## src/rtl/tim_nch_pkg.sv

```systemverilog
// Shared register map, CTRL field positions and count-mode encodings for the
// multi-channel APB timer.
package tim_nch_pkg;

  localparam logic [7:0] OFF_LOAD     = 8'h00;
  localparam logic [7:0] OFF_CURVAL   = 8'h04;
  localparam logic [7:0] OFF_CTRL     = 8'h08;
  localparam logic [7:0] OFF_EOI      = 8'h0C;
  localparam logic [7:0] OFF_INTSTAT  = 8'h10;
  localparam logic [7:0] CH_STRIDE    = 8'h14;

  localparam logic [7:0] ADDR_RAWSTAT = 8'hA0;
  localparam logic [7:0] ADDR_STAT    = 8'hA4;
  localparam logic [7:0] ADDR_EOI_ALL = 8'hA8;

  localparam int unsigned CTRL_EN_BIT    = 0;
  localparam int unsigned CTRL_MODE_LSB  = 1;
  localparam int unsigned CTRL_IMASK_BIT = 3;
  localparam int unsigned CTRL_PRE_LSB   = 8;

  typedef enum logic [1:0] {
    MODE_FREE    = 2'd0,
    MODE_RELOAD  = 2'd1,
    MODE_ONESHOT = 2'd2,
    MODE_RSVD    = 2'd3
  } tim_mode_e;

  function automatic logic [7:0] ch_base(input int unsigned ch);
    return 8'(ch * 32'(CH_STRIDE));
  endfunction

endpackage

```

## src/rtl/tim_nch_chan.sv

```systemverilog
// One timer channel: LOAD/CTRL registers, prescaler, down-counter,
// raw interrupt latch and expire pulse.
module tim_nch_chan
  import tim_nch_pkg::*;
#(
  parameter int unsigned CNT_W = 32,
  parameter int unsigned PRE_W = 8
) (
  input  logic             i_clk,
  input  logic             i_rst_n,
  input  logic             i_load_we,
  input  logic             i_ctrl_we,
  input  logic [31:0]      i_wdata,
  input  logic             i_eoi_clr,
  input  logic             i_trig_on,
  input  logic             i_trig_off,
  output logic [CNT_W-1:0] o_load,
  output logic [CNT_W-1:0] o_curval,
  output logic [31:0]      o_ctrl,
  output logic             o_int_raw,
  output logic             o_intstat,
  output logic             o_intr,
  output logic             o_etb_trig
);

  logic [CNT_W-1:0] r_load;
  logic [CNT_W-1:0] r_curval;
  logic [CNT_W-1:0] w_curval_d;
  logic             r_en;
  logic             w_en_d;
  logic             w_en_rise;
  tim_mode_e        r_mode;
  logic             r_imask;
  logic [PRE_W-1:0] r_pre;
  logic [PRE_W-1:0] r_pre_cnt;
  logic [PRE_W-1:0] w_pre_cnt_d;
  logic             r_int_raw;
  logic             w_int_raw_d;
  logic             r_intr;
  logic             r_etb_trig;
  logic             w_tick;
  logic             w_expire;

  always_comb begin
    // >= keeps the divider from running a full wrap if PRE is lowered mid-count
    w_tick   = r_en && (r_pre_cnt >= r_pre);
    w_expire = w_tick && (r_curval == '0);

    // Later assignments override earlier ones: lowest priority first.
    w_en_d = r_en;
    if (i_ctrl_we) w_en_d = i_wdata[CTRL_EN_BIT];
    if (w_expire && (r_mode == MODE_ONESHOT)) w_en_d = 1'b0;
    if (i_trig_on) w_en_d = 1'b1;
    if (i_trig_off) w_en_d = 1'b0;
    w_en_rise = w_en_d && !r_en;

    if (!w_en_d || w_en_rise || w_tick) begin
      w_pre_cnt_d = '0;
    end else begin
      w_pre_cnt_d = r_pre_cnt + 1'b1;
    end

    w_curval_d = r_curval;
    if (w_en_rise) begin
      w_curval_d = r_load;
    end else if (w_tick) begin
      if (r_curval != '0) begin
        w_curval_d = r_curval - 1'b1;
      end else begin
        case (r_mode)
          MODE_FREE: w_curval_d = '1;
          default:   w_curval_d = r_load;
        endcase
      end
    end

    w_int_raw_d = r_int_raw;
    if (i_eoi_clr) w_int_raw_d = 1'b0;
    if (w_expire) w_int_raw_d = 1'b1;
  end

  always_ff @(posedge i_clk) begin
    if (!i_rst_n) begin
      r_load     <= '0;
      r_curval   <= '0;
      r_en       <= 1'b0;
      r_mode     <= MODE_FREE;
      r_imask    <= 1'b0;
      r_pre      <= '0;
      r_pre_cnt  <= '0;
      r_int_raw  <= 1'b0;
      r_intr     <= 1'b0;
      r_etb_trig <= 1'b0;
    end else begin
      if (i_load_we) r_load <= i_wdata[CNT_W-1:0];
      if (i_ctrl_we) begin
        r_mode  <= tim_mode_e'(i_wdata[CTRL_MODE_LSB +: 2]);
        r_imask <= i_wdata[CTRL_IMASK_BIT];
        r_pre   <= i_wdata[CTRL_PRE_LSB +: PRE_W];
      end
      r_en       <= w_en_d;
      r_curval   <= w_curval_d;
      r_pre_cnt  <= w_pre_cnt_d;
      r_int_raw  <= w_int_raw_d;
      r_intr     <= r_int_raw & ~r_imask;
      r_etb_trig <= w_expire;
    end
  end

  always_comb begin
    o_ctrl                          = '0;
    o_ctrl[CTRL_EN_BIT]             = r_en;
    o_ctrl[CTRL_MODE_LSB +: 2]      = r_mode;
    o_ctrl[CTRL_IMASK_BIT]          = r_imask;
    o_ctrl[CTRL_PRE_LSB +: PRE_W]   = r_pre;
  end

  assign o_load     = r_load;
  assign o_curval   = r_curval;
  assign o_int_raw  = r_int_raw;
  assign o_intstat  = r_int_raw & ~r_imask;
  assign o_intr     = r_intr;
  assign o_etb_trig = r_etb_trig;

endmodule

```

## src/rtl/apb_timer_nch.sv

```systemverilog
// APB front end for CH_NUM independent timer channels: address decode,
// per-channel write/EOI strobes and the combinational read mux.
module apb_timer_nch
  import tim_nch_pkg::*;
#(
  parameter int unsigned CH_NUM = 4,
  parameter int unsigned CNT_W  = 32,
  parameter int unsigned PRE_W  = 8
) (
  input  logic              pclk,
  input  logic              presetn,
  input  logic              psel,
  input  logic              penable,
  input  logic              pwrite,
  input  logic [7:0]        paddr,
  input  logic [31:0]       pwdata,
  output logic [31:0]       prdata,
  input  logic [CH_NUM-1:0] etb_trig_en_on,
  input  logic [CH_NUM-1:0] etb_trig_en_off,
  output logic [CH_NUM-1:0] etb_trig,
  output logic [CH_NUM-1:0] intr
);

  logic              w_apb_wr;
  logic              w_apb_rd_fx;
  logic              w_eoi_all;
  logic [CH_NUM-1:0] w_ch_hit;
  logic [7:0]        w_ch_off;
  logic [CH_NUM-1:0] w_load_we;
  logic [CH_NUM-1:0] w_ctrl_we;
  logic [CH_NUM-1:0] w_eoi_clr;
  logic [CH_NUM-1:0] w_int_raw;
  logic [CH_NUM-1:0] w_intstat;
  logic [CNT_W-1:0]  w_load   [CH_NUM];
  logic [CNT_W-1:0]  w_curval [CH_NUM];
  logic [31:0]       w_ctrl   [CH_NUM];

  assign w_apb_wr    = psel & penable & pwrite;
  assign w_apb_rd_fx = psel & penable & ~pwrite;
  assign w_eoi_all   = w_apb_rd_fx && (paddr == ADDR_EOI_ALL);

  // Channel windows are disjoint, so at most one hit bit is set.
  always_comb begin
    w_ch_hit = '0;
    w_ch_off = '0;
    for (int unsigned n = 0; n < CH_NUM; n++) begin
      if ((paddr >= ch_base(n)) && (paddr < ch_base(n) + CH_STRIDE)) begin
        w_ch_hit[n] = 1'b1;
        w_ch_off    = paddr - ch_base(n);
      end
    end
  end

  always_comb begin
    w_load_we = '0;
    w_ctrl_we = '0;
    w_eoi_clr = '0;
    for (int unsigned n = 0; n < CH_NUM; n++) begin
      w_load_we[n] = w_apb_wr & w_ch_hit[n] & (w_ch_off == OFF_LOAD);
      w_ctrl_we[n] = w_apb_wr & w_ch_hit[n] & (w_ch_off == OFF_CTRL);
      w_eoi_clr[n] = w_eoi_all | (w_apb_rd_fx & w_ch_hit[n] & (w_ch_off == OFF_EOI));
    end
  end

  for (genvar g = 0; g < CH_NUM; g++) begin : g_ch
    tim_nch_chan #(
      .CNT_W (CNT_W),
      .PRE_W (PRE_W)
    ) u_chan (
      .i_clk      (pclk),
      .i_rst_n    (presetn),
      .i_load_we  (w_load_we[g]),
      .i_ctrl_we  (w_ctrl_we[g]),
      .i_wdata    (pwdata),
      .i_eoi_clr  (w_eoi_clr[g]),
      .i_trig_on  (etb_trig_en_on[g]),
      .i_trig_off (etb_trig_en_off[g]),
      .o_load     (w_load[g]),
      .o_curval   (w_curval[g]),
      .o_ctrl     (w_ctrl[g]),
      .o_int_raw  (w_int_raw[g]),
      .o_intstat  (w_intstat[g]),
      .o_intr     (intr[g]),
      .o_etb_trig (etb_trig[g])
    );
  end

  // EOI and EOI_ALL fall through to 0, as do unmapped addresses.
  always_comb begin
    prdata = '0;
    if (psel && !pwrite) begin
      case (paddr)
        ADDR_RAWSTAT: prdata = 32'(w_int_raw);
        ADDR_STAT:    prdata = 32'(w_intstat);
        default:      ;
      endcase
      for (int unsigned n = 0; n < CH_NUM; n++) begin
        if (w_ch_hit[n]) begin
          case (w_ch_off)
            OFF_LOAD:    prdata = 32'(w_load[n]);
            OFF_CURVAL:  prdata = 32'(w_curval[n]);
            OFF_CTRL:    prdata = w_ctrl[n];
            OFF_INTSTAT: prdata = 32'(w_intstat[n]);
            default:     ;
          endcase
        end
      end
    end
  end

endmodule
```

## config.mk

```make
export PLATFORM = sky130hd
export DESIGN_NAME = apb_timer_nch
export DESIGN_NICKNAME = d
export VERILOG_FILES = /design/src/rtl/tim_nch_pkg.sv /design/src/rtl/tim_nch_chan.sv /design/src/rtl/apb_timer_nch.sv
export SDC_FILE = /design/constraint.sdc
export NUM_CORES = 1
export LEC_CHECK = 0
export ABC_AREA = 1
export CAP_MARGIN = 5
export CORE_ASPECT_RATIO = 0.6
export CORE_UTILIZATION = 45
export CTS_BUF_LIST = sky130_fd_sc_hd__clkbuf_8 sky130_fd_sc_hd__clkbuf_16
export DETAILED_ROUTE_END_ITERATION = 7
export PLACE_DENSITY = 0.58
export SYNTH_ARGS = -nofsm -noshare
export SYNTH_HDL_FRONTEND = slang
export SYNTH_SLANG_ARGS = --single-unit
```

## constraint.sdc

```tcl
create_clock -name pclk -period 4.05 [get_ports pclk]
set_clock_uncertainty 0.2 [all_clocks]
set_input_delay 0.6075 -clock pclk [delete_from_list [all_inputs] [get_ports pclk]]
set_output_delay 0.6075 -clock pclk [all_outputs]
set_load 0.05 [all_outputs]
```

==> key figures <==
Run status
  • Status: finished with violations
  • Failing checks: setup timing

Finish
  • Area added between synthesis and finish: 29.71%
  • Final cell count without fillers: 4415
  • Final instance area: 0.02911 mm²
  • Share of layout cells above drive strength 1: 17.67%
  • Fillers: 4508
  • Final nets: 3853

Global routing
  • Number of global-route vias before repair: 23.60k
  • Grt ovf: 0
  • GR Util All Layers: 40.51%
  • Initial antenna violation count: 3
  • Largest net degree at the start of global routing: 177
  • First-pass GRT wire length: 155600 µm

Synthesis
  • Seq/Total Area, Yosys: 31.04%
  • Synth unique cells: 61
  • Synthesized area: 0.02245 mm²
  • Synth area leader: dfxtp_1
  • Post-synth ARST share: 0%
  • Prevailing post-synth register cell: dfxtp_1
  • Syn nets: 3646
  • FF+latch count, synth: 348
  • Largest cells by area after synthesis: dfxtp_1 31%, nor2_1 13%, nand2_1 8.3%
  • Gate count after technology mapping: 3540
  • Number of flops mapped to enable cells by yosys: 0
  • Top-area cell type share of the netlist area: 31.04%
  • Avg Inst Size Synth: 6.340 µm²
  • YS warnings: 0

Critical path
  • CP arrival: 3520 ps
  • Setup Crit Path Kind: in2out
  • CP required: 3240 ps
  • Worst setup EP type: primary output
  • Worst Setup Start Kind: primary input
  • Worst-path fanout max: 8

STA
  • Final hold violations: 0
  • Final period util: 106.8%
  • Minimum clock period: 4327 ps
  • Slew Viols, Final: 0
  • RSZ-0062 raised after global routing: true
  • Hold slack: 272.0 ps
  • Final number of setup-violating endpoints: 32
  • Setup WS post-layout: -277.2 ps
  • Slew @ Worst Pin: 993.8 ps
  • Relative slew slack: 33.68%
  • Max Clock Freq: 231.1 MHz

Pwr
  • Power per Cell Area: 420.5 mW/mm²
  • VDD IR max: 377.4 µV
  • Total Power: 0.01224 W
  • Leakage: 12.08 nW

Routing
  • Via count: 26.75k
  • First drt pass iteration count: 8
  • Post-route ant nets: 0
  • # DRC: 0
  • Final Routed Wirelength: 106400 µm
  • WL per Instance: 24.10 µm
  • DR iter-0 viols: 3936
  • Vias/cell: 6.059

Clocking
  • Hold_buf cts: 0
  • Clock Path Buffers: 3
  • Clock Latency Late Sink: 580 ps
  • Root Driver: clkbuf_16
  • TritonCTS Sinks: 348
  • Reg clk slew, reported paths: 60 ps
  • CTS tree: built
  • Clock buffer count from CTS: 37
  • H-Tree Level Count: 2

Place
  • GP Congestion: 1.031
  • Port bufs: 92
  • Placed Cells: 4301
  • DP Area: 0.02572 mm²
  • Post-DP HPWL: 77070 µm

Die
  • I/O pins: 93
  • Die area: 0.05081 mm²
  • Core ar.: 0.04848 mm²
  • Row count: 62
  • Initial Util: 46.29%
  • Die W: 290.3 µm
  • Die height: 175.0 µm

Run
  • Maxcap violations: 0

Worst hold path
  • HP Class: reg2reg
worst max-delay path, cell delays in order:
cell and delay (ps):
buf_8 110, buf_8 130, buf_6 120, o21ai_4 200, nand2_2 120, a21oi_4 230
nand2_1 110, nand3_2 90, nand2_4 70, nor3_4 200, buf_12 160, nand2_8 110
buf_12 180, buf_8 130, o211ai_1 380, nand2_1 150, a21oi_2 130, buf_4 140
buf_12 130
where the power goes:
part / leakage, nW / switching (W) / internal, W
Sequential: 2.81 / 0.000149 / 0.00358
Combinational: 8.61 / 0.00318 / 0.00161
Clock: 0.658 / 0.00161 / 0.00211
Total: 12.1 / 0.00494 / 0.00730
area by class of cell:
type                    count  area (µm²)  share of cell area [%]
clock buffers              42        1006                   3.455
multi-input cells        2614       14520                   49.88
clock inverters            24       264.0                  0.9068
well taps                 640       800.8                   2.751
diodes                      1       2.502                0.008596
inverters                 378        1459                   5.011
flip-flops and latches    348        6967                   23.93
repair buffers            368        4094                   14.06
registers in the layout (all words and copies together), names as in the netlist:
name and count:
g_ch.u_chan.o_load 128, g_ch.u_chan.o_etb_trig 4, g_ch.u_chan.r_en 4, g_ch.u_chan.r_pre_cnt 32, g_ch.u_chan.o_curval 128, g_ch.u_chan.r_mode 8
g_ch.u_chan.r_pre 32, g_ch.u_chan.r_imask 4, g_ch.u_chan.o_int_raw 4, g_ch.u_chan.o_intr 4
synth_stat cells (4+ instances only):
master and n:
nand3_2 6, o22ai_1 59, nand2_1 497, nor2_2 4
buf_1 9, nor2_1 803, inv_2 9, nor3_1 34
o221ai_1 42, a221oi_1 6, or2_2 5, o21bai_1 16
clkinv_1 6, nand4_1 154, nand2_2 10, a21oi_1 219
xnor2_1 6, dfxtp_1 348, o211ai_1 46, xor2_1 53
inv_1 362, o31ai_1 8, a31oi_1 5, nor2_4 4
buf_6 8, o21ai_0 369, nor4_1 14, a22oi_1 16
ha_1 53, nand3_1 135, buf_4 23, a31o_2 4
o2111ai_1 5, nand3_4 4, clkbuf_1 127, buf_2 32
path summary, 6_finish.rpt:
kind                               startpoint                           to  slack, ps  cells past startpoint
hold / removal    g_ch[3].u_chan.r_pre_cnt[0]  g_ch[3].u_chan.r_pre_cnt[0]        270                      1
hold reg to reg   g_ch[3].u_chan.r_pre_cnt[0]  g_ch[3].u_chan.r_pre_cnt[0]        270                      1
setup / recovery                     paddr[3]                   prdata[10]       -280                     19
setup reg to reg   g_ch[1].u_chan.o_curval[9]  g_ch[1].u_chan.o_curval[20]        230                     13
cell usage in the layout, fill, tap and decap left out, types with 72 or more instances in the layout:
| cell | n |
|---|---|
| nand4_1 | 154 |
| a21oi_1 | 185 |
| nand3_1 | 96 |
| nand2_1 | 441 |
| inv_1 | 360 |
| o21ai_0 | 297 |
| dfxtp_1 | 348 |
| buf_4 | 204 |
| buf_12 | 72 |
| nor2_1 | 796 |
metrics by stage:
step | TNS [ps] | setup slack, ps | util [%]
after floorplan | -1580 | -142.3 | -
after global placement | -42990 | -968.1 | 53.06
after detailed placement | -53910 | -962.1 | 53.06
after CTS | -3754 | -172.4 | 58.84
after global routing | -7885 | -306.2 | 60.04
final | -6067 | -277.2 | 60.05
what timing repair did:
action | CTS | global route
cloned | 7 | 5
resized for setup | 357 | 93
setup buffers | 19 | 20
hold endpoints to repair | 0 | 0
pin swaps | 101 | 62
endpoints found under the setup margin | 33 | 32
layer usage:
| layer | part of all wire (%) | vias up | track usage (%) |
|---|---|---|---|
| li1 | - | 12260 | - |
| met1 | 45 | 12510 | 62.97 |
| met2 | 37 | 1794 | 51.78 |
| met3 | 15 | 180 | 12.69 |
| met4 | 2.7 | 4 | 10.57 |
| met5 | 0.022 | - | 0 |
logic make-up after synthesis:
kind of cell | count (synthesis) | share of synthesized area (%)
AO/OA/AOI/OAI | 814 | 20.74
XOR/XNOR | 59 | 2.302
adder cells (fa/ha/maj) | 53 | 2.954
buffers and inverters | 579 | 10.60
flip-flops | 348 | 31.04
AND/OR/NAND/NOR | 1687 | 32.37
(Power assumes the default switching activity.)
